<file path="config.mk">
export PLATFORM = sky130hd
export DESIGN_NAME = mem_stage
export DESIGN_NICKNAME = d
export VERILOG_FILES = /design/src/rtl/mem_stage_pkg.sv /design/src/rtl/mem_stage_load_formatter.sv /design/src/rtl/mem_stage.sv
export SDC_FILE = /design/constraint.sdc
export NUM_CORES = 1
export LEC_CHECK = 0
export CAP_MARGIN = 20
export CORE_ASPECT_RATIO = 1.25
export CORE_UTILIZATION = 36
export CTS_BUF_LIST = sky130_fd_sc_hd__clkbuf_8
export DETAILED_ROUTE_END_ITERATION = 12
export GPL_ROUTABILITY_DRIVEN = 0
export PLACE_DENSITY = 0.93
export SYNTH_ARGS = -nofsm -noshare
export SYNTH_HDL_FRONTEND = slang
export SYNTH_SLANG_ARGS = --single-unit
</file>
<file path="constraint.sdc">
create_clock -name clk -period 2.4 [get_ports clk]
set_input_delay 0.48 -clock clk [delete_from_list [all_inputs] [get_ports clk]]
set_output_delay 0.48 -clock clk [all_outputs]
set_load 0.005 [all_outputs]
</file>
<file path="src/rtl/mem_stage_pkg.sv">
// Shared types and constants for the RV32I memory-access stage.
package mem_stage_pkg;

    localparam int MS_XLEN       = 32;
    localparam int MS_REG_ADDR_W = 5;

    // Access FSM: accept, wait for grant, wait for load response.
    typedef enum logic [1:0] {
        ST_IDLE     = 2'd0,
        ST_WAIT_GNT = 2'd1,
        ST_WAIT_RSP = 2'd2
    } mem_state_t;

    // funct3 encodings for loads/stores
    localparam logic [2:0] F3_B  = 3'b000;
    localparam logic [2:0] F3_H  = 3'b001;
    localparam logic [2:0] F3_W  = 3'b010;
    localparam logic [2:0] F3_BU = 3'b100;
    localparam logic [2:0] F3_HU = 3'b101;

    // Access size is funct3[1:0]
    localparam logic [1:0] SZ_B = 2'b00;
    localparam logic [1:0] SZ_H = 2'b01;
    localparam logic [1:0] SZ_W = 2'b10;

    // Bundle arriving from execute
    typedef struct packed {
        logic                     valid;
        logic [MS_XLEN-1:0]       opr_res;
        logic [MS_XLEN-1:0]       store_data;
        logic [MS_REG_ADDR_W-1:0] rd;
        logic                     wb_en;
        logic [1:0]               wb_sel;
        logic                     mem_rd;
        logic                     mem_wr;
        logic [2:0]               funct3;
    } mem_stage_in_t;

    // MEM/WB register, laid out as wb_stage consumes it
    typedef struct packed {
        logic                     valid;
        logic                     wb_en;
        logic [MS_REG_ADDR_W-1:0] rd;
        logic [1:0]               wb_sel;
        logic [MS_XLEN-1:0]       opr_res;
        logic [MS_XLEN-1:0]       dmem_rdata;
        logic                     misalign;
    } mem_stage_out_t;

    // Halfwords need an even address, words a 4-byte aligned one.
    // Size 11 is not a legal RV32I access and is treated like a word.
    function automatic logic misaligned(input logic [1:0] size, input logic [1:0] off);
        logic mis;
        case (size)
            SZ_B:    mis = 1'b0;
            SZ_H:    mis = off[0];
            default: mis = (off != 2'b00);
        endcase
        return mis;
    endfunction

endpackage

</file>
<file path="src/rtl/mem_stage_load_formatter.sv">
// Load data formatter: lane-shift the raw word and sign/zero-extend.
module load_formatter
    import mem_stage_pkg::*;
#(
    parameter int XLEN = MS_XLEN
) (
    input  logic [XLEN-1:0] raw_i,
    input  logic [1:0]      off_i,
    input  logic [2:0]      funct3_i,
    output logic [XLEN-1:0] data_o
);

    logic [XLEN-1:0] shifted;

    // Bring the addressed byte/half down to bit 0, then extend by funct3.
    always_comb begin
        shifted = raw_i >> {off_i, 3'b000};
        case (funct3_i)
            F3_B:    data_o = {{(XLEN-8){shifted[7]}},   shifted[7:0]};
            F3_H:    data_o = {{(XLEN-16){shifted[15]}}, shifted[15:0]};
            F3_BU:   data_o = {{(XLEN-8){1'b0}},         shifted[7:0]};
            F3_HU:   data_o = {{(XLEN-16){1'b0}},        shifted[15:0]};
            default: data_o = shifted;
        endcase
    end

endmodule

</file>
<file path="src/rtl/mem_stage.sv">
// Memory-access stage: drives the data-memory req/gnt/rvalid port, stalls
// upstream while an access is in flight and owns the MEM/WB register.
// Upstream holds in_* stable during stall, so no input copy is kept here.
module mem_stage
    import mem_stage_pkg::*;
#(
    parameter int XLEN       = MS_XLEN,
    parameter int REG_ADDR_W = MS_REG_ADDR_W
) (
    input  logic                  clk,
    input  logic                  rst,
    input  logic                  in_valid,
    input  logic [XLEN-1:0]       in_opr_res,
    input  logic [XLEN-1:0]       in_store_data,
    input  logic [REG_ADDR_W-1:0] in_rd,
    input  logic                  in_wb_en,
    input  logic [1:0]            in_wb_sel,
    input  logic                  in_mem_rd,
    input  logic                  in_mem_wr,
    input  logic [2:0]            in_funct3,
    input  logic                  flush,
    output logic                  stall,
    output logic                  dmem_req,
    output logic                  dmem_we,
    output logic [XLEN-1:0]       dmem_addr,
    output logic [XLEN-1:0]       dmem_wdata,
    output logic [3:0]            dmem_be,
    input  logic                  dmem_gnt,
    input  logic                  dmem_rvalid,
    input  logic [XLEN-1:0]       dmem_rdata,
    output logic                  out_valid,
    output logic                  out_wb_en,
    output logic [REG_ADDR_W-1:0] out_rd,
    output logic [1:0]            out_wb_sel,
    output logic [XLEN-1:0]       out_opr_res,
    output logic [XLEN-1:0]       out_dmem_rdata,
    output logic                  out_misalign
);

    mem_stage_in_t  in_s;
    mem_stage_out_t out_d, out_q;
    mem_state_t     state_d, state_q;
    logic           kill_d, kill_q;

    logic            mem_op, is_store, is_load, mis, issue;
    logic [1:0]      off, size;
    logic [3:0]      be_calc;
    logic [XLEN-1:0] wdata_calc;
    logic [XLEN-1:0] load_data;

    assign in_s = '{valid:      in_valid,
                    opr_res:    in_opr_res,
                    store_data: in_store_data,
                    rd:         in_rd,
                    wb_en:      in_wb_en,
                    wb_sel:     in_wb_sel,
                    mem_rd:     in_mem_rd,
                    mem_wr:     in_mem_wr,
                    funct3:     in_funct3};

    assign off      = in_s.opr_res[1:0];
    assign size     = in_s.funct3[1:0];
    assign mem_op   = in_s.valid & (in_s.mem_rd | in_s.mem_wr);
    assign is_store = in_s.mem_wr;
    assign is_load  = in_s.mem_rd & ~in_s.mem_wr;
    assign mis      = misaligned(size, off);
    // A fresh access may start only from IDLE, aligned and not flushed
    assign issue    = mem_op & ~mis & ~flush;

    load_formatter #(.XLEN(XLEN)) u_fmt (
        .raw_i    (dmem_rdata),
        .off_i    (off),
        .funct3_i (in_s.funct3),
        .data_o   (load_data)
    );

    // Byte enables and lane-replicated store data for the addressed size
    always_comb begin
        case (size)
            SZ_B: begin
                be_calc    = 4'b0001 << off;
                wdata_calc = {4{in_s.store_data[7:0]}};
            end
            SZ_H: begin
                be_calc    = 4'b0011 << off;
                wdata_calc = {2{in_s.store_data[15:0]}};
            end
            default: begin
                be_calc    = 4'b1111;
                wdata_calc = in_s.store_data;
            end
        endcase
    end

    // State and kill-bit register
    always_ff @(posedge clk) begin
        if (rst) begin
            state_q <= ST_IDLE;
            kill_q  <= 1'b0;
        end else begin
            state_q <= state_d;
            kill_q  <= kill_d;
        end
    end

    // Next-state: a granted load always waits for its response, even if
    // flushed, since the memory cannot cancel it; the kill bit drops it.
    always_comb begin
        state_d = state_q;
        kill_d  = kill_q;
        case (state_q)
            ST_IDLE: begin
                kill_d = 1'b0;
                if (issue) begin
                    if (!dmem_gnt)    state_d = ST_WAIT_GNT;
                    else if (is_load) state_d = ST_WAIT_RSP;
                end
            end
            ST_WAIT_GNT: begin
                if (dmem_gnt) begin
                    state_d = is_load ? ST_WAIT_RSP : ST_IDLE;
                    kill_d  = flush;
                end else if (flush) begin
                    state_d = ST_IDLE;
                end
            end
            ST_WAIT_RSP: begin
                if (flush) kill_d = 1'b1;
                if (dmem_rvalid) begin
                    state_d = ST_IDLE;
                    kill_d  = 1'b0;
                end
            end
            default: begin
                state_d = ST_IDLE;
                kill_d  = 1'b0;
            end
        endcase
    end

    // Outputs: memory port, stall, and the next MEM/WB bundle
    always_comb begin
        dmem_req = 1'b0;
        stall    = 1'b0;

        out_d            = '0;
        out_d.rd         = in_s.rd;
        out_d.wb_sel     = in_s.wb_sel;
        out_d.opr_res    = in_s.opr_res;

        case (state_q)
            ST_IDLE: begin
                dmem_req = issue;
                stall    = issue & ~(is_store & dmem_gnt);
                if (in_s.valid && !flush) begin
                    if (!mem_op) begin
                        out_d.valid = 1'b1;
                        out_d.wb_en = in_s.wb_en;
                    end else if (mis) begin
                        out_d.valid    = 1'b1;
                        out_d.misalign = 1'b1;
                    end else if (is_store && dmem_gnt) begin
                        out_d.valid = 1'b1;
                    end
                end
            end
            ST_WAIT_GNT: begin
                // request is held this cycle even if flushed; it drops next cycle
                dmem_req = 1'b1;
                stall    = ~((is_store & dmem_gnt) | (flush & ~dmem_gnt));
                if (is_store && dmem_gnt && !flush)
                    out_d.valid = 1'b1;
            end
            ST_WAIT_RSP: begin
                stall = ~dmem_rvalid;
                if (dmem_rvalid && !kill_q && !flush) begin
                    out_d.valid      = 1'b1;
                    out_d.wb_en      = in_s.wb_en;
                    out_d.dmem_rdata = load_data;
                end
            end
            default: ;
        endcase

        dmem_we    = dmem_req & is_store;
        dmem_addr  = dmem_req ? {in_s.opr_res[XLEN-1:2], 2'b00} : '0;
        dmem_be    = dmem_req ? be_calc : 4'b0000;
        dmem_wdata = dmem_req ? wdata_calc : '0;
    end

    // MEM/WB pipeline register
    always_ff @(posedge clk) begin
        if (rst) out_q <= '0;
        else     out_q <= out_d;
    end

    assign out_valid      = out_q.valid;
    assign out_wb_en      = out_q.wb_en;
    assign out_rd         = out_q.rd;
    assign out_wb_sel     = out_q.wb_sel;
    assign out_opr_res    = out_q.opr_res;
    assign out_dmem_rdata = out_q.dmem_rdata;
    assign out_misalign   = out_q.misalign;

endmodule

</file>
==> flow_summary.json <==
{
  "holdCritPathClass": "flip-flop to flip-flop",
  "core_sq_um": 9760,
  "grt_overflow_total": 0,
  "fin_skew_ns": 0.00946,
  "internal-power_mw": 2.48,
  "drv_slew": 0,
  "dp.cells": 819,
  "grt_pass1_vias": 4345,
  "grt_pass1_wl_microns": 21700,
  "grt_usage": 0.267,
  "drv_cap": 0,
  "final_cells": 852,
  "p_leak_nw": 3.17,
  "synth_most_common_cell": "dfxtp_1",
  "critPathLaunchType": "flip-flop",
  "place_area_sq_um": 6550,
  "hold_buffers": 0,
  "via_count": 4293,
  "antenna_cells": 0,
  "drc_errors": 0,
  "dp_hpwl_microns": 10600,
  "setup_ws_ns": -0.00600,
  "wl_per_cell_microns": 17.9,
  "hold_viol_final": 0,
  "ys_warn_count": 0,
  "fp.dieH_microns": 115,
  "violations": "setup timing",
  "numCtsBuffers": 9,
  "outcome": "complete, but fails checks",
  "crit_type": "flip-flop to output pin",
  "cts_buffer_depth": 2,
  "pre_cts_ws_ns": -0.655,
  "p_sw_uw": 830,
  "yosys_register_bits": 77,
  "worstPathRequired_ns": 1.92,
  "p_clk_frac": 0.341,
  "synth_cell_types": 45,
  "setup_violations": 3,
  "ioPinCount": 260,
  "comb_power_share": 0.257,
  "synth_seq_area_share": 0.418,
  "initial_core_util": 0.378,
  "synth_cells": 433,
  "ys_async_sr_fraction": 0,
  "htree_levels": 3,
  "power_per_cell_area_nw_per_um2": 459,
  "wl_microns": 15200,
  "cts_sinks": 77,
  "synth_edf_count": 0,
  "cts_root_buffer": "clkbuf_8",
  "yosysTopAreaCell": "dfxtp_1",
  "viasPerCell": 5.04,
  "die_area_sq_um": 10700,
  "yosys-top-cells-count": "dfxtp_1, nor2b_1, and2_1",
  "min_period_over_period": 1.00,
  "seqPwrFrac": 0.402,
  "rsz0062_at_grt": "true",
  "ant_nets": 0,
  "row_count": 40,
  "synth_top_area_frac": 0.418,
  "synth_area_per_cell_sq_um": 8.51,
  "port_buffers": 257,
  "ir_drop_mv": 0.313,
  "max_freq_mhz": 416,
  "nets": 840,
  "synthTopCellsByArea": "dfxtp_1, mux2i_1, nor2b_1, and2_1, a21oi_1",
  "clk_pin_slew_ns": 0.08,
  "ys.flop_type": "dfxtp_1",
  "area_growth_pct": 95.2,
  "drive_gt1_frac": 0.236,
  "detail_route.first_pass.iterations": 4,
  "antenna_found_initial": 0,
  "design_area_sq_um": 7200,
  "initialDrtViolationCount": 204,
  "hold_ws_ns": 0.563,
  "cts_tree": "done",
  "die_x_microns": 92.5,
  "syn_area_sq_um": 3690,
  "netSwitchingFraction": 0.251,
  "clkLatencyLatePin_ns": 0.36,
  "layout_min_cycle_time_ns": 2.41,
  "grt_max_degree": 29,
  "cp_max_fo": 8,
  "worstPathArrival_ns": 1.93,
  "endpoint_kind": "output pin"
}
area by class of cell:
| cell class | instances | area, sq um |
|---|---|---|
| clock buffers | 11 | 151 |
| clock inverters | 5 | 81.3 |
| fillers | 669 | 2560 |
| inverters | 7 | 38.8 |
| multi-input cells | 316 | 2120 |
| flip-flops and latches | 77 | 1540 |
| well taps | 126 | 158 |
| repair buffers | 310 | 3110 |
timing repair:
| action | CTS | global route |
|---|---|---|
| gates cloned | 6 | 2 |
| setup buffers | 8 | 6 |
| pin swaps | 12 | 28 |
| resized for setup | 243 | 74 |
| setup endpoints to repair | 69 | 69 |
power groups by stage:
stage | Clock, mW | Combinational (mW) | Sequential, mW
4_1_cts | 1.14 | 0.784 | 1.33
6_report | 1.13 | 0.849 | 1.33
2_1_floorplan | 0 | 0.248 | 1.36
3_3_place_gp | 0 | 0.713 | 1.36
3_5_place_dp | 0 | 0.728 | 1.36
5_1_grt | 1.18 | 0.904 | 1.33
sequential cells by signal, indices dropped and copies added, names as in the netlist:
signal / flops
state_q: 2
out_wb_sel: 2
kill_q: 1
out_valid: 1
out_rd: 5
out_wb_en: 1
out_misalign: 1
out_dmem_rdata: 32
out_opr_res: 32
cells by family (layout without fill, tap and decap cells):
kind of cell    Yosys count  after routing  synth area share
mux                      39             39             0.106
other cells               1              2           0.00102
buf+inv                  41            333            0.0485
fa+ha+maj                 4              4            0.0136
compound gates           79             79             0.128
simple gates            192            192             0.285
flops                    77             77             0.418
per-layer routing:
metal | vias up | track usage | routed length [microns]
met2 | 236 | 0.481 | 7860
met1 | 1982 | 0.283 | 5650
met5 | - | 0 | 0
li1 | 2014 | - | -
met3 | 61 | 0.0522 | 980
met4 | 0 | 0.171 | 730
layout by cell type, fill, tap and decap left out, types with 3 or more instances in the layout:
cell	instances
and2_1	9
and2_4	37
nand2_1	34
buf_2	5
ha_1	3
clkbuf_8	11
mux2i_1	38
dfxtp_1	75
a211oi_1	17
nor2b_1	49
inv_1	4
nor2_1	40
buf_12	5
clkdlybuf4s50_1	179
o21ai_0	19
buf_6	39
buf_4	41
a21oi_1	30
dlygate4sd2_1	32
metrics by stage:
stage	power (mW)	utilization	setup TNS [ns]
global placement	2.07	0.671	-39.29
finish	3.31	0.737	-0.00990
detailed placement	2.09	0.671	-42.44
global route	3.42	0.737	-4.00
CTS	3.25	0.707	-1.43
floorplan	1.61	-	0
worst max-delay path, stage by stage (launching register included):
cell and delay, ns:
dfxtp_2 0.35, inv_2 0.05, ha_4 0.15, and3b_2 0.23, a21oi_4 0.16, buf_6 0.15
inv_12 0.06, buf_8 0.14, a21oi_4 0.10, nor2_1 0.05, buf_2 0.12
path summary, 6_finish.rpt:
path	start	slack, ns	endpoint	cells past startpoint
max	state_q[0]	-0.006	stall	10
min	kill_q	0.56	kill_q	2
max reg2reg	state_q[0]	0.16	state_q[1]	9
min reg2reg	kill_q	0.56	kill_q	2
No activity file was read; power rests on OpenSTA's default activity.
